`config.mk`:
```
export PLATFORM = sky130hd
export DESIGN_NAME = board_port_arbiter_flat
export DESIGN_NICKNAME = d
export VERILOG_FILES = /design/src/rtl/board_port_arbiter_if.sv /design/src/rtl/board_port_arbiter.sv /design/src/flat_wrapper.sv
export SDC_FILE = /design/constraint.sdc
export NUM_CORES = 1
export LEC_CHECK = 0
export CAP_MARGIN = 5
export CORE_ASPECT_RATIO = 1.4
export CORE_MARGIN = 2
export CORE_UTILIZATION = 47
export CTS_CLUSTER_DIAMETER = 50
export DETAILED_ROUTE_END_ITERATION = 8
export PLACE_DENSITY = 0.78
export SLEW_MARGIN = 5
export SYNTH_ARGS = -nofsm -noshare
export SYNTH_HDL_FRONTEND = slang
export SYNTH_SLANG_ARGS = --single-unit
```
`constraint.sdc`:
```
create_clock -name clk -period 2 [get_ports clk]
set_input_delay 0.6 -clock clk [delete_from_list [all_inputs] [get_ports clk]]
set_output_delay 0.6 -clock clk [all_outputs]
set_load 0.03 [all_outputs]
```
`src/rtl/board_port_arbiter_if.sv`:
```
// Game-side access handshake and RAM port B bus.
// slave is the arbiter's view; master is the game engine / RAM side.
interface board_port_arbiter_if;
   logic       game_req;
   logic       game_we;
   logic [4:0] game_x;
   logic [3:0] game_y;
   logic [3:0] game_wdata;
   logic       game_gnt;
   logic       game_rvalid;
   logic [3:0] game_rdata;
   logic [4:0] ram_x;
   logic [3:0] ram_y;
   logic [3:0] ram_in;
   logic       ram_rd;
   logic       ram_wr;
   logic [3:0] ram_out;

   modport slave (
      input  game_req, game_we, game_x, game_y, game_wdata, ram_out,
      output game_gnt, game_rvalid, game_rdata,
      output ram_x, ram_y, ram_in, ram_rd, ram_wr
   );

   modport master (
      output game_req, game_we, game_x, game_y, game_wdata, ram_out,
      input  game_gnt, game_rvalid, game_rdata,
      input  ram_x, ram_y, ram_in, ram_rd, ram_wr
   );
endinterface

```
`src/rtl/board_port_arbiter.sv`:
```
// RAM port B owner: clear sweeper, round-robin game/EPP arbitration and
// the EPP row-major load cursor. All port B outputs are registered.
module board_port_arbiter #(
   parameter int unsigned BOARD_W   = 20,
   parameter int unsigned BOARD_H   = 15,
   parameter logic [3:0]  CLEAR_VAL = 4'd0
) (
   input  logic                       clk,
   input  logic                       rst,
   input  logic                       clear_req,
   output logic                       busy,
   input  logic                       epp_wr,
   input  logic [3:0]                 epp_data,
   input  logic                       epp_ptr_rst,
   output logic                       epp_ovf,
   output logic                       load_done,
   board_port_arbiter_if.slave        bus
);

   localparam logic [4:0] X_LAST = 5'(BOARD_W - 1);
   localparam logic [3:0] Y_LAST = 4'(BOARD_H - 1);

   typedef enum logic {ST_IDLE, ST_CLEAR} state_t;

   state_t     state_q, state_d;
   logic [4:0] clr_x_q, cur_x_q;
   logic [3:0] clr_y_q, cur_y_q;
   logic       pend_q;
   logic [3:0] pend_data_q;
   logic       rr_epp_q;
   logic       ovf_q;

   logic       acc_valid, acc_we;
   logic [4:0] acc_x;
   logic [3:0] acc_y, acc_data;
   logic       grant_game, issue_epp, game_elig;
   logic       clr_last, cur_last;

   assign clr_last = (clr_x_q == X_LAST) && (clr_y_q == Y_LAST);
   assign cur_last = (cur_x_q == X_LAST) && (cur_y_q == Y_LAST);

   always_ff @(posedge clk) begin
      if (!rst) state_q <= ST_IDLE;
      else      state_q <= state_d;
   end

   // The game is ineligible while its grant is on the bus, so it can
   // issue at most every other cycle.
   always_comb begin
      state_d    = state_q;
      acc_valid  = 1'b0;
      acc_we     = 1'b0;
      acc_x      = '0;
      acc_y      = '0;
      acc_data   = '0;
      grant_game = 1'b0;
      issue_epp  = 1'b0;
      game_elig  = bus.game_req && !bus.game_gnt;
      case (state_q)
         ST_IDLE: begin
            if (clear_req) state_d = ST_CLEAR;
            if (game_elig && !(pend_q && rr_epp_q)) grant_game = 1'b1;
            else if (pend_q)                        issue_epp  = 1'b1;
         end
         ST_CLEAR: begin
            acc_valid = 1'b1;
            acc_we    = 1'b1;
            acc_x     = clr_x_q;
            acc_y     = clr_y_q;
            acc_data  = CLEAR_VAL;
            if (clr_last) state_d = ST_IDLE;
         end
         default: state_d = ST_IDLE;
      endcase
      if (grant_game) begin
         acc_valid = 1'b1;
         acc_we    = bus.game_we;
         acc_x     = bus.game_x;
         acc_y     = bus.game_y;
         acc_data  = bus.game_wdata;
      end else if (issue_epp) begin
         acc_valid = 1'b1;
         acc_we    = 1'b1;
         acc_x     = cur_x_q;
         acc_y     = cur_y_q;
         acc_data  = pend_data_q;
      end
   end

   always_ff @(posedge clk) begin
      if (!rst) begin
         bus.ram_x       <= '0;
         bus.ram_y       <= '0;
         bus.ram_in      <= '0;
         bus.ram_rd      <= 1'b0;
         bus.ram_wr      <= 1'b0;
         bus.game_gnt    <= 1'b0;
         bus.game_rvalid <= 1'b0;
         load_done       <= 1'b0;
         rr_epp_q        <= 1'b0;
         clr_x_q         <= '0;
         clr_y_q         <= '0;
         cur_x_q         <= '0;
         cur_y_q         <= '0;
         pend_q          <= 1'b0;
         pend_data_q     <= '0;
         ovf_q           <= 1'b0;
      end else begin
         bus.ram_x       <= acc_x;
         bus.ram_y       <= acc_y;
         bus.ram_in      <= acc_data;
         bus.ram_rd      <= acc_valid && !acc_we;
         bus.ram_wr      <= acc_valid && acc_we;
         bus.game_gnt    <= grant_game;
         // ram_rd is only ever a game read, so its echo marks read data.
         bus.game_rvalid <= bus.ram_rd;
         load_done       <= issue_epp && cur_last;

         if (grant_game)     rr_epp_q <= 1'b1;
         else if (issue_epp) rr_epp_q <= 1'b0;

         if (state_q == ST_CLEAR) begin
            if (clr_x_q == X_LAST) begin
               clr_x_q <= '0;
               clr_y_q <= (clr_y_q == Y_LAST) ? '0 : clr_y_q + 4'd1;
            end else begin
               clr_x_q <= clr_x_q + 5'd1;
            end
         end

         if (epp_ptr_rst) begin
            cur_x_q     <= '0;
            cur_y_q     <= '0;
            ovf_q       <= 1'b0;
            pend_q      <= epp_wr;
            pend_data_q <= epp_data;
         end else begin
            if (issue_epp) begin
               pend_q <= 1'b0;
               if (cur_x_q == X_LAST) begin
                  cur_x_q <= '0;
                  cur_y_q <= (cur_y_q == Y_LAST) ? '0 : cur_y_q + 4'd1;
               end else begin
                  cur_x_q <= cur_x_q + 5'd1;
               end
            end
            if (epp_wr) begin
               if (pend_q && !issue_epp) begin
                  ovf_q <= 1'b1;
               end else begin
                  pend_q      <= 1'b1;
                  pend_data_q <= epp_data;
               end
            end
         end
      end
   end

   assign busy           = (state_q == ST_CLEAR);
   assign epp_ovf        = ovf_q;
   assign bus.game_rdata = bus.game_rvalid ? bus.ram_out : '0;

endmodule

```
`src/flat_wrapper.sv`:
```
// flat-port wrapper written by rule: the top's interface ports become plain ports
module board_port_arbiter_flat 
#(
   parameter int unsigned BOARD_W   = 20,
   parameter int unsigned BOARD_H   = 15,
   parameter logic [3:0]  CLEAR_VAL = 4'd0
)
  (clk, rst, clear_req, busy, epp_wr, epp_data, epp_ptr_rst, epp_ovf, load_done, bus_game_req, bus_game_we, bus_game_x, bus_game_y, bus_game_wdata, bus_ram_out, bus_game_gnt, bus_game_rvalid, bus_game_rdata, bus_ram_x, bus_ram_y, bus_ram_in, bus_ram_rd, bus_ram_wr);
  board_port_arbiter_if bus_i ();
  input  logic clk;
  input  logic rst;
  input  logic clear_req;
  output logic busy;
  input  logic epp_wr;
  input  logic [3:0] epp_data;
  input  logic epp_ptr_rst;
  output logic epp_ovf;
  output logic load_done;
  input wire logic [$bits(bus_i.game_req)-1:0] bus_game_req;
  input wire logic [$bits(bus_i.game_we)-1:0] bus_game_we;
  input wire logic [$bits(bus_i.game_x)-1:0] bus_game_x;
  input wire logic [$bits(bus_i.game_y)-1:0] bus_game_y;
  input wire logic [$bits(bus_i.game_wdata)-1:0] bus_game_wdata;
  input wire logic [$bits(bus_i.ram_out)-1:0] bus_ram_out;
  output wire logic [$bits(bus_i.game_gnt)-1:0] bus_game_gnt;
  output wire logic [$bits(bus_i.game_rvalid)-1:0] bus_game_rvalid;
  output wire logic [$bits(bus_i.game_rdata)-1:0] bus_game_rdata;
  output wire logic [$bits(bus_i.ram_x)-1:0] bus_ram_x;
  output wire logic [$bits(bus_i.ram_y)-1:0] bus_ram_y;
  output wire logic [$bits(bus_i.ram_in)-1:0] bus_ram_in;
  output wire logic [$bits(bus_i.ram_rd)-1:0] bus_ram_rd;
  output wire logic [$bits(bus_i.ram_wr)-1:0] bus_ram_wr;
  assign bus_i.game_req = bus_game_req;
  assign bus_i.game_we = bus_game_we;
  assign bus_i.game_x = bus_game_x;
  assign bus_i.game_y = bus_game_y;
  assign bus_i.game_wdata = bus_game_wdata;
  assign bus_i.ram_out = bus_ram_out;
  assign bus_game_gnt = bus_i.game_gnt;
  assign bus_game_rvalid = bus_i.game_rvalid;
  assign bus_game_rdata = bus_i.game_rdata;
  assign bus_ram_x = bus_i.ram_x;
  assign bus_ram_y = bus_i.ram_y;
  assign bus_ram_in = bus_i.ram_in;
  assign bus_ram_rd = bus_i.ram_rd;
  assign bus_ram_wr = bus_i.ram_wr;
  board_port_arbiter #(.BOARD_W(BOARD_W), .BOARD_H(BOARD_H), .CLEAR_VAL(CLEAR_VAL)) u_core (.clk(clk), .rst(rst), .clear_req(clear_req), .busy(busy), .epp_wr(epp_wr), .epp_data(epp_data), .epp_ptr_rst(epp_ptr_rst), .epp_ovf(epp_ovf), .load_done(load_done), .bus(bus_i));
endmodule
```
==> reports/metrics.cfg, run 1 <==
[finish]
antenna_cells = 0
fin_cells = 311
final_cell_area_um2 = 2644
area_growth_pct = 38.56
layout.nets = 297
fill_cells = 322
drive_gt1_share_pct = 14.18
final_util_pct = 67.46
mostFrequentLayoutCells = clkdlybuf4s50_1, dfxtp_1, nand2_1, buf_4, nor2_1
layout_commonest_cell = clkdlybuf4s50_1

[clock_tree]
root_buffer = clkbuf_8
cts_made_buffers = 5
post_cts_resized = 0
postCtsSetupRepairBufs = 0
holdBufCountCts = 0
clkTransAtPathRegs_ns = 0.08
cts_htree_levels = 2
clockBufferDepth = 2
clk_latency_ns = 0.30
cts.sinks = 44
cts_tree = done

[yosys]
async_flop_share_pct = 0
ys_types = 44
yosys.area.top_type = dfxtp_1
synth_top_flop_cell = dfxtp_1
synthTopCellsByArea = dfxtp_1, a221o_1, nand2_1
syn-num-nets = 233
synth.avg_cell_area_um2 = 9.399
yosysSeqAreaShare_pct = 46.16
netlist_area_um2 = 1908
yosys_warnings = 0
yosys_register_bits = 44
syn-instance-count = 203
synth_edf_count = 0
yosysTopAreaCellShare_pct = 46.16

[outcome]
status = completed

[sta]
drv_slew = 0
period_needed_ns = 1.947
tightest_slew_ns = 0.3934
hold_viol = 0
setup_viol = 0
slew_headroom_pct = 73.78
rsz0062_at_grt = false
finalClockSkew_ns = 0.004523
post-route-period-util_pct = 97.36
max_freq_mhz = 513.5

[die]
die_area_um2 = 4593
initial_core_util_pct = 48.69
rows = 27
core-area_um2 = 3919
io_pins = 52
dieWidth_um = 57.85
die_h_um = 79.39

[power_and_ir_drop]
vdd_ir_drop_max_mv = 0.5365
powerDensity_nw_per_um2 = 700.5
totalPowerFinal_mw = 1.852
p_leak_nw = 1.017

[global_route]
grt_overflow_total = 0
grt_pass1_vias = 1525
grt_pass1_wl_um = 6817
grt_usage_pct = 19.13
grt_max_degree = 15
antenna_found_initial = 0

[routing]
ant_nets = 0
dr.pass1.iters = 4
num_vias = 1712
drt_iter0_markers = 52
viasPerCell = 5.505
drc_errors = 0
wl_per_cell_um = 13.69
finalWirelength_um = 4257

[worst_setup_path]
cp-end-kind = primary output
worstPathRequired_ns = 1.40
slowest_delay_ns = 0.69
crit_chain = clkdlybuf4s50_1
cp.arrival_ns = 1.35
start_kind = register
cp.buffers_inverters = 1
crit_fanout = 5
cp_top_family = buffers and inverters
critical_path_class = reg2out
crit_slowest_cell = clkdlybuf4s50_1

[placed_design]
hpwl_um = 3150
io_buffers = 51
gp_congestion = 0.8397
place_inst = 303
placed_area_um2 = 2534

[run]
max_cap_viol_count = 0

[worst_hold_path]
hold_path_class = reg2reg

## cells in the mapped netlist (2+ instances only)
cell      count
or3b_2        3
nor3b_1       3
a21oi_1      10
and3_1       11
inv_1         4
nor4_1        2
nor2_1       18
mux2i_1       3
xor2_1        2
nand2_1      19
nand3_1       6
o41ai_1       2
dfxtp_1      44
nor2b_1       4
a221o_1       8
xnor2_1       2
nand3b_1      5
o21ai_0      14
a31oi_1       5
clkbuf_1      4
o211ai_1      2
and2_1        6
a22oi_1       4
ha_1          2
## per-layer routing
layer | routed length (um) | GRT usage [%] | vias to the layer above
li1 | - | - | 868
met1 | 1842 | 22.43 | 802
met2 | 2215 | 33.30 | 34
met3 | 123 | 3.890 | 8
met4 | 76 | 7.907 | 0
met5 | 0 | 0 | -
## flip-flops by register name, indices dropped and copies added (netlist names)
register	count
u_core.cur_x_q	5
u_core.bus.ram_y	4
u_core.bus.game_gnt	1
u_core.bus.ram_x	5
u_core.epp_ovf	1
u_core.pend_data_q	4
u_core.clr_y_q	4
u_core.cur_y_q	4
u_core.rr_epp_q	1
u_core.clr_x_q	5
u_core.bus.ram_rd	1
u_core.bus.ram_wr	1
u_core.bus.game_rvalid	1
u_core.load_done	1
u_core.bus.ram_in	4
u_core.busy	1
u_core.pend_q	1
## cell families (layout without fill, tap and decap cells)
| group | count (synthesis) | after routing | share of synthesized area, % |
|---|---|---|---|
| simple gates | 87 | 87 | 25.97 |
| compound gates | 50 | 50 | 19.67 |
| flops | 44 | 44 | 46.16 |
| buf+inv | 13 | 78 | 3.474 |
| xor+xnor | 4 | 4 | 1.836 |
| mux | 3 | 3 | 1.574 |
| fa+ha+maj | 2 | 2 | 1.311 |
## worst paths after layout
kind | from | to | slack, ns | depth (start not counted)
max | u_core.bus.game_rvalid$_SDFF_PN0_ | bus_game_rvalid | 0.05 | 1
min | u_core.pend_data_q[3]$_SDFFE_PN0P_ | u_core.pend_data_q[3]$_SDFFE_PN0P_ | 0.48 | 2
max reg2reg | u_core.cur_x_q[0]$_SDFFE_PP0P_ | u_core.cur_y_q[3]$_SDFFE_PP0P_ | 0.29 | 5
min reg2reg | u_core.pend_data_q[3]$_SDFFE_PN0P_ | u_core.pend_data_q[3]$_SDFFE_PN0P_ | 0.48 | 2
## through the flow
stage          setup WS [ns]  hold WS [ns]  TNS, ns
6_report             0.05276        0.4765        0
4_1_cts             0.009731        0.4794        0
3_5_place_dp         -0.3151        0.4676   -5.109
2_1_floorplan         0.2485        0.4444        0
5_1_grt            0.0003617        0.5026        0
3_3_place_gp         -0.2645        0.4516   -4.252
## cell type report
class / instances / area [um^2] / share of cell area, %
inverter: 4 / 15.01 / 0.5679
tap: 43 / 53.80 / 2.035
multi-input combinational: 146 / 960.9 / 36.35
clock inverter: 2 / 35.03 / 1.325
sequential: 44 / 880.8 / 33.32
clock buffer: 6 / 72.57 / 2.745
timing repair buffer: 66 / 625.6 / 23.66
## power by group
part | internal (mW) | leakage [nW] | switching, mW
registers | 0.906 | 0.359 | 0.0214
clock network | 0.371 | 0.0552 | 0.294
logic | 0.136 | 0.603 | 0.124
Note: power is estimated with default switching activity, not from simulation.
==> run 2, diff against run 1 <==
Settings changed: ABC_AREA set to 1.
==> run 2 against run 1 <==
Against the previous run: first-iteration DRC count up 50%; core utilization shrank 1.5 points; total power is 4.0% higher; critical endpoint is now epp_ovf; design area fell by 3.0%; critical path type unchanged; critical path depth is the same; via count rose by 7.1%; combinational power barely moved.
==> reports/metrics.cfg, run 2 <==
[power_and_ir_drop]
totalPowerFinal_mw = 1.925  ; +4.0%
p_leak_nw = 1.030  ; +1.3%
powerDensity_nw_per_um2 = 750.9  ; +7.2%
vdd_ir_drop_max_mv = 0.5749  ; +7.2%

[worst_setup_path]
start_kind = register
cp_num_cells = 1  ; unchanged
critical_path_class = reg2out
cp_top_family = buffers and inverters
slowest_delay_ns = 0.67  ; -0.02 ns
cp-end-kind = primary output
crit_fanout = 2  ; -3
cp.buffers_inverters = 1  ; unchanged
r2r_slack_ns = 0.41  ; +0.12 ns
cp.arrival_ns = 1.32  ; -0.03 ns
worstPathRequired_ns = 1.40  ; about the same
crit_chain = clkdlybuf4s50_1
r2r_cells = 7  ; +2
crit_slowest_cell = clkdlybuf4s50_1

[outcome]
status = completed

[sta]
period_needed_ns = 1.923  ; -0.02394 ns
tightest_slew_ns = 0.3524  ; -0.04098 ns
hold_viol = 0  ; unchanged
slew_headroom_pct = 76.42  ; +2.6 points
finalClockSkew_ns = 0.005807  ; +0.001284 ns
setup_viol = 0  ; unchanged
tns_ns = 0  ; unchanged
rsz0062_at_grt = false
post-route-period-util_pct = 96.17  ; -1.2 points
max_freq_mhz = 519.9  ; +1.2%
timing.hold.ws_ns = 0.4347  ; -0.04186 ns
drv_slew = 0  ; unchanged

[yosys]
netlist_area_um2 = 1891  ; -0.92%
yosys_warnings = 0  ; unchanged
yosys_register_bits = 44  ; unchanged
synth_edf_count = 0  ; unchanged
yosys.area.top_type = dfxtp_1
ys_top_cells_by_count = nand2_1, dfxtp_1, inv_1
yosysTopAreaCellShare_pct = 46.59  ; +0.43 points
synth.most_common_cell = nand2_1
synth_top_flop_cell = dfxtp_1
ys_types = 23  ; -48%
async_flop_share_pct = 0  ; unchanged
syn-instance-count = 254  ; +25%
syn-num-nets = 284  ; +22%
synth.avg_cell_area_um2 = 7.443  ; -21%
yosysSeqAreaShare_pct = 46.59  ; +0.43 points
synthTopCellsByArea = dfxtp_1, nand2_1, inv_1

[placed_design]
gp_congestion = 0.8080  ; -3.8%
place_inst = 347  ; +15%
hpwl_um = 3194  ; +1.4%
io_buffers = 51  ; unchanged

[run]
max_cap_viol_count = 0  ; unchanged

[finish]
drive_gt1_share_pct = 8.333  ; -5.8 points
layout_commonest_cell = nand2_1
layout.nets = 341  ; +15%
antenna_cells = 0  ; unchanged
fill_cells = 332  ; +3.1%
fin_cells = 355  ; +14%
area_growth_pct = 35.61
top_regs = u_core.bus.ram_x (5), u_core.clr_x_q (5), u_core.cur_x_q (5)
mostFrequentLayoutCells = nand2_1, clkdlybuf4s50_1, dfxtp_1

[routing]
wl_per_cell_um = 12.34  ; -9.9%
drt_iter0_markers = 78  ; +50%
dr.pass1.iters = 4  ; unchanged
num_vias = 1833  ; +7.1%
viasPerCell = 5.163  ; -6.2%
finalWirelength_um = 4379  ; +2.9%
ant_nets = 0  ; unchanged
drc_errors = 0  ; unchanged

[die]
rows = 27  ; unchanged
initial_core_util_pct = 48.66  ; about the same
dieWidth_um = 57.60  ; -0.43%
io_pins = 52  ; unchanged
core-area_um2 = 3885  ; -0.86%
die_area_um2 = 4553  ; -0.86%
die_h_um = 79.05  ; -0.43%

[clock_tree]
cts_tree = done
cts_made_buffers = 5  ; unchanged
clkTransAtPathRegs_ns = 0.08  ; about the same
clockBufferDepth = 2  ; unchanged
cts_htree_levels = 2  ; unchanged
clk_latency_ns = 0.30  ; about the same
root_buffer = clkbuf_8
postCtsSetupRepairBufs = 0  ; unchanged
cts.sinks = 44  ; unchanged

[global_route]
grt_pass1_vias = 1648  ; +8.1%
grt_usage_pct = 20.42  ; +1.3 points
grt_max_degree = 20  ; +5
grt_pass1_wl_um = 7196  ; +5.6%
antenna_found_initial = 0  ; unchanged
grt_overflow_total = 0  ; unchanged

[worst_hold_path]
holdPathStages = 2  ; unchanged
hold_path_class = reg2reg

[run 2: changes by cell type in the layout (fill, tap and decap cells not counted), sizes merged, moves of 5 or more]
| cell | change |
|---|---|
| buf | -12 |
| and3 | -11 |
| inv | +25 |
| and2 | -6 |
| o21ai | -5 |
| a221o | -9 |
| nand3 | +14 |
| nor3 | +7 |
| nand3b | -5 |
| nand2 | +51 |
| nor2 | +7 |
| a31oi | +6 |
| a21oi | +10 |
[run 2: final timing paths]
kind,end,from
worst max-delay path,epp_ovf,u_core.epp_ovf$_SDFFE_PP0P_
worst min register to register,u_core.bus.game_rvalid$_SDFF_PN0_,u_core.bus.ram_rd$_SDFF_PN0_
worst min-delay path,u_core.bus.game_rvalid$_SDFF_PN0_,u_core.bus.ram_rd$_SDFF_PN0_
worst max register to register,u_core.clr_y_q[2]$_SDFFE_PN0P_,u_core.clr_x_q[0]$_SDFFE_PN0P_
[run 2: logic make-up (layout without fill, tap and decap cells)]
family                     Yosys count  after routing  share of synthesized area (%)
xor gates and xnor gates             7              7                          3.243
adders and majority gates            2              2                          1.323
AOI/OAI and AO/OA                   40             40                          11.52
buffers and inverters               35             93                          8.140
and+or+nand+nor                    126            126                          29.19
DFF                                 44             44                          46.59
[run 2: area by class of cell]
cell class              instances  area (um^2)  area share, %
inverters                      30        117.6          4.588
flip-flops and latches         44        880.8          34.36
clock inverters                 1        30.03          1.171
multi-input cells             175        855.8          33.38
repair buffers                 55        529.3          20.64
well taps                      43        53.80          2.099
clock buffers                   7        96.34          3.758
[run 2: report_power, final]
part           internal (mW)  switching [mW]  leakage (nW)
registers              0.910          0.0189         0.359
clock network          0.441           0.295        0.0645
logic                  0.120           0.140         0.607
[run 2: layer usage]
layer | vias to the layer above | track usage, % | routed length [um]
met3 | 12 | 6.189 | 306
li1 | 935 | - | -
met5 | - | 0 | 0
met1 | 820 | 22.13 | 1744
met2 | 66 | 36.14 | 2212
met4 | 0 | 8.372 | 115
[run 2: metrics by stage]
step / area [um^2] / setup WS [ns] / util (%)
2_1_floorplan: 1891 / 0.5511 / -
3_3_place_gp: 2439 / 0.08854 / 62.77
3_5_place_dp: 2439 / 0.08486 / 62.77
4_1_cts: 2564 / 0.07394 / 65.99
5_1_grt: 2564 / 0.04626 / 65.99
6_report: 2564 / 0.07670 / 65.99
[run 2: what timing repair did]
action	in CTS	in global routing
hold buffers	0	0
gates resized for setup	1	0
setup endpoints to repair	1	0
==> patch 1, RTL diff (settings of run 1) <==
Make the reset (`rst`) asynchronous in 2 clocked blocks.
--- a/src/rtl/board_port_arbiter.sv
+++ b/src/rtl/board_port_arbiter.sv
@@ -39,7 +39,7 @@
    assign clr_last = (clr_x_q == X_LAST) && (clr_y_q == Y_LAST);
    assign cur_last = (cur_x_q == X_LAST) && (cur_y_q == Y_LAST);
 
-   always_ff @(posedge clk) begin
+   always_ff @(posedge clk or negedge rst) begin
       if (!rst) state_q <= ST_IDLE;
       else      state_q <= state_d;
    end
@@ -87,7 +87,7 @@
       end
    end
 
-   always_ff @(posedge clk) begin
+   always_ff @(posedge clk or negedge rst) begin
       if (!rst) begin
          bus.ram_x       <= '0;
          bus.ram_y       <= '0;
Behaviour: differs if rst is asserted again (counterexample within 4 cycles, from zero or initial values and one cycle with rst low); with rst held inactive, the same outputs for 10 cycles.
==> patch 1 against run 1 <==
The flow now finishes with violations (DRC); cell area increased by 1.5%; area after synthesis increased by 3.5%; sequential cell count unchanged; wire length increased by 1.2%; utilization decreased by 0.14 points; setup slack improved by 0.012 ns; critical path type unchanged; largest cell class is now flip-flops and latches; highest routed layer unchanged.
Power is not compared: it rests on default switching activity, and its combinational part moved more than twofold at a synthesized area within 25%.
==> patch 1: results (changes against run 1) <==
* Largest regs: u_core.bus.ram_x (5), u_core.clr_x_q (5), u_core.cur_x_q (5) (unchanged)
* Maximum fanout along the worst path at 3 (was 5)
* Final setup skew at 0.00549 ns (was 0.00452 ns)
* NumNets Final at 275 (was 297)
* Most instantiated cells after synthesis: dfrtp_1 (44), nand2_1 (20), o21ai_0 (10), inv_1 (8) (was dfxtp_1 (44), nand2_1 (19), nor2_1 (18), o21ai_0 (14), and3_1 (11))
* Xor and xnor area share after synthesis at 0.887% (was 1.84%)
* Async SR Flop Fraction at 100% (was 0%)
* Via count at 1600 (was 1712)
* Post-synthesis sequential area ratio at 55.7% (was 46.2%)
* Signal inverters at 8 (was 4)
* Met3 Use GR at 4.51% (was 3.89%)
* Synth Net Count at 213 (was 233)
* Total Routing Usage GR at 20.3% (was 19.1%)
* First-pass DRT Iterations at 6 (was 4)
* Top post-synthesis cells by area: dfrtp_1 (56%), nand2_1 (3.8%), mux2_2 (2.8%) (was dfxtp_1 (46%), a221o_1 (4.2%), nand2_1 (3.7%))
* Worst relative slew slack at 63.1% (was 73.8%)
* Placed cell area at 2570 µm² (was 2530 µm²)
* Adder-Cell Fraction of Synth Area at 2.53% (was 1.31%)
* Vias in the first global route at 1532 (was 1525)
* Multi-input gates at 121 (was 146)
* Metal2 WL at 2240 µm (was 2220 µm)
* Clock network share of area at 2.89% (was 4.07%)
* Clk Latency, worst-skew pair at 0.29 ns
* DRC violations left at 1 (was 0)
* Detailed Place HPWL at 3220 µm (was 3150 µm)
* Met2 GRT Util at 31.4% (was 33.3%)
* GPL Wtd Cong at 0.848 (was 0.840)
* Pre-CTS setup slack at -0.355 ns (was -0.315 ns)
* DR WL/cell at 15.1 µm (was 13.7 µm)
* Storage cell area at 1100 µm² (was 881 µm²)
* Cell count after synthesis at 181 (was 203)
* Met3 WL post-DR at 166 µm (was 123 µm)
* Synth Area in Compound Gates at 16.8% (was 19.7%)
* Post-synthesis cell type count at 44 (unchanged)
* Endpoints failing setup at 0 (unchanged)
* Number of DRC markers in iteration 0 at 123 (was 52)
* Most common flop cell mapped by yosys: dfrtp_1 (was dfxtp_1)
* Met1 global-route usage at 27.6% (was 22.4%)
* Mux share of post-synthesis cell area at 3.36% (was 1.57%)
* First-pass GRT wire length at 7190 µm (was 6820 µm)
* Failing checks: DRC
* Final non-filler cell area at 2680 µm² (was 2640 µm²)
* Status: complete, but fails checks (was complete, no violations)
* Non-clock buffers, area share at 21.9% (was 23.7%)
* Fin cells at 286 (was 311)
* Hold WC Path Type: in2async (was reg2reg)
* Buffers, non-clock at 63 (was 66)
* Seq cells at 44 (unchanged)
* Clock buf count at 6 (unchanged)
* Biggest cell delay along the critical path at 0.68 ns
* Share of layout cells above drive strength 1 at 14.4% (was 14.2%)
* Met1 WL at 1850 µm (was 1840 µm)
* Pin count of the biggest net entering global routing at 23 (was 15)
* Fillers at 332 (was 322)
* Fraction of area in multi-input gates at 31.0% (was 36.3%)
* Dpl cells at 279 (was 303)
* Worst EP arrival at 1.34 ns
## patch 1: final timing paths
| path | from | to | slack [ns] | cells past startpoint |
|---|---|---|---|---|
| worst min register to register | u_core.bus.ram_rd$_DFF_PN0_ | u_core.bus.game_rvalid$_DFF_PN0_ | 0.39 | 0 |
| worst min-delay path | rst | u_core.bus.ram_x[1]$_DFF_PN0_ | 0.27 | 1 |
| worst max-delay path | u_core.bus.game_gnt$_DFF_PN0_ | bus_game_gnt | 0.06 | 1 |
| max in group asynchronous | rst | u_core.bus.ram_in[0]$_DFF_PN0_ | 1.19 | 2 |
| worst max register to register | u_core.pend_q$_DFF_PN0_ | u_core.cur_x_q[4]$_DFFE_PN0P_ | 0.22 | 4 |
| min in group clk | u_core.bus.ram_rd$_DFF_PN0_ | u_core.bus.game_rvalid$_DFF_PN0_ | 0.39 | 0 |
## patch 1: power breakdown
part | internal, µW | switching, µW
logic | 392 | 395
clock network | 237 | 272
registers | 1060 | 158
==> patch 2, RTL diff (flow settings as in run 1) <==
Without the edit above. `BOARD_W` is set to 20 in 2 places; all go to 10.
--- a/src/rtl/board_port_arbiter.sv
+++ b/src/rtl/board_port_arbiter.sv
@@ -1,7 +1,7 @@
 // RAM port B owner: clear sweeper, round-robin game/EPP arbitration and
 // the EPP row-major load cursor. All port B outputs are registered.
 module board_port_arbiter #(
-   parameter int unsigned BOARD_W   = 20,
+   parameter int unsigned BOARD_W   = 10,
    parameter int unsigned BOARD_H   = 15,
    parameter logic [3:0]  CLEAR_VAL = 4'd0
 ) (
--- a/src/flat_wrapper.sv
+++ b/src/flat_wrapper.sv
@@ -1,7 +1,7 @@
 // flat-port wrapper written by rule: the top's interface ports become plain ports
 module board_port_arbiter_flat 
 #(
-   parameter int unsigned BOARD_W   = 20,
+   parameter int unsigned BOARD_W   = 10,
    parameter int unsigned BOARD_H   = 15,
    parameter logic [3:0]  CLEAR_VAL = 4'd0
 )
Behaviour: same outputs for any inputs over 10 cycles, from zero or initial values and one cycle with rst low; that may be too few to reach the edited logic, so the function may still have changed.
==> patch 2 against run 1 <==
Wire length increased by 23%; die area increased by 7.0%; setup slack improved by 0.027 ns; power decreased by 0.83%; via count increased by 14%; clock power decreased by 9.6%; sequential cell count unchanged; area after synthesis increased by 7.4%; cell area increased by 5.0%; critical endpoint is now bus_game_rdata[2]; highest routed layer unchanged.
==> patch 2: results (changes against run 1) <==
* Area Growth Syn to Fin at 35.4% (was 38.6%)
* Number of DRC markers in iteration 0 at 117 (was 52)
* DR WL/cell at 15.4 µm (was 13.7 µm)
* Top post-synthesis cells by area: dfxtp_1 (43%), a21oi_1 (6.3%), nand3_1 (5.1%) (was dfxtp_1 (46%), a221o_1 (4.2%), nand2_1 (3.7%))
* Dpl cells at 332 (was 303)
* Worst EP arrival at 1.32 ns (was 1.35 ns)
* Total Routing Usage GR at 22.7% (was 19.1%)
* Vias in the first global route at 1896 (was 1525)
* Share of layout cells above drive strength 1 at 12.6% (was 14.2%)
* Biggest cell delay along the critical path at 0.45 ns (was 0.69 ns)
* First-pass GRT wire length at 8470 µm (was 6820 µm)
* Detailed Place HPWL at 3830 µm (was 3150 µm)
* Worst hold slack at 0.448 ns (was 0.477 ns)
* Post-synthesis sequential area ratio at 43.0% (was 46.2%)
* PortBufs at 51 (unchanged)
* Synth Net Count at 268 (was 233)
* Fillers at 361 (was 322)
* Placed cell area at 2660 µm² (was 2530 µm²)
* Via density at 5.78 (was 5.50)
* Cell count after synthesis at 236 (was 203)
* Most instantiated cells after synthesis: dfxtp_1 (44), a21oi_1 (26), nand2_1 (21), nand3_1 (21), clkbuf_1 (13) (was dfxtp_1 (44), nand2_1 (19), nor2_1 (18), o21ai_0 (14), and3_1 (11))
* Post-synthesis cell type count at 43 (was 44)
* Post-CTS Setup Bufs at 0 (unchanged)
* Peak supply drop at 0.374 mV (was 0.537 mV)
* Final setup skew at 0.00295 ns (was 0.00452 ns)
* Actual slew at the worst max-slew pin at 0.593 ns (was 0.393 ns)
* GPL Wtd Cong at 0.803 (was 0.840)
* Lkg Pwr at 0.000996 µW (was 0.00102 µW)
* Pin count of the biggest net entering global routing at 19 (was 15)
* Status: complete, no violations (unchanged)
* R2R Setup Slk at 0.21 ns (was 0.29 ns)
* Routed wire length at 5220 µm (was 4260 µm)
==> patch 2: cell count changes after synthesis, moves of 7 or more <==
cell / change
a21oi_1: +16
and3_1: -10
clkbuf_1: +9
nand3_1: +15
a32oi_1: +7
nor2_1: -14
a221o_1: -8
==> patch 2: worst paths after layout <==
check	startpoint	to	cells past startpoint
hold / removal	u_core.epp_ovf$_SDFFE_PP0P_	u_core.epp_ovf$_SDFFE_PP0P_	2
setup / recovery	bus_ram_out[2]	bus_game_rdata[2]	3
hold reg to reg	u_core.epp_ovf$_SDFFE_PP0P_	u_core.epp_ovf$_SDFFE_PP0P_	2
setup reg to reg	u_core.busy$_SDFF_PN0_	u_core.cur_y_q[1]$_SDFFE_PP0P_	3
==> patch 2: tightest hold or removal path: cells and delay by family (launching register included) <==
kind	cells	cell delay, ns
flip-flops	1	0.31
buffers and inverters	1	0.05
AO/OA/AOI/OAI	1	0.05
==> patch 2: stage by stage <==
step | power [µW] | setup WS [ns]
after floorplan | 1110 | 0.321
after global placement | 1250 | -0.175
after detailed placement | 1250 | -0.191
after CTS | 1830 | 0.0227
after global routing | 1900 | 0.0247
final | 1840 | 0.0797
==> patch 2: kinds of logic after synthesis <==
| family | after synthesis | share of synthesized area, % |
|---|---|---|
| buffers and inverters | 27 | 5.56 |
| and+or+nand+nor | 89 | 24.4 |
| adders and majority gates | 4 | 2.44 |
| AOI/OAI and AO/OA | 64 | 20.9 |
| muxes | 5 | 2.44 |
| xor gates and xnor gates | 3 | 1.28 |
| DFF | 44 | 43.0 |
==> patch 2: power breakdown <==
part	switching [µW]	internal (µW)
logic	156	152
registers	23.1	905
clock network	292	308
total	472	1360
==> patch 2: area by class of cell <==
class | instances | area share, %
multi-input combinational | 165 | 38.3
sequential | 44 | 31.7
timing repair buffer | 70 | 23.4
clock buffer | 7 | 3.47
tap | 45 | 2.03
inverter | 8 | 1.08
==> patch 2: per-layer routing <==
layer | vias to the layer above | GRT usage [%] | part of all wire (%)
li1 | 974 | - | -
met1 | 927 | 26.3 | 41
met2 | 41 | 39.1 | 53
met3 | 17 | 3.43 | 2.9
met4 | 0 | 12.7 | 3.1
met5 | - | 0 | 0
==> patch 2: what timing repair did <==
| item | 4_1_cts | 5_1_grt |
|---|---|---|
| hold endpoints to repair | 0 | 0 |
| endpoints found under the setup margin | 0 | 4 |
| resized for setup | 0 | 5 |
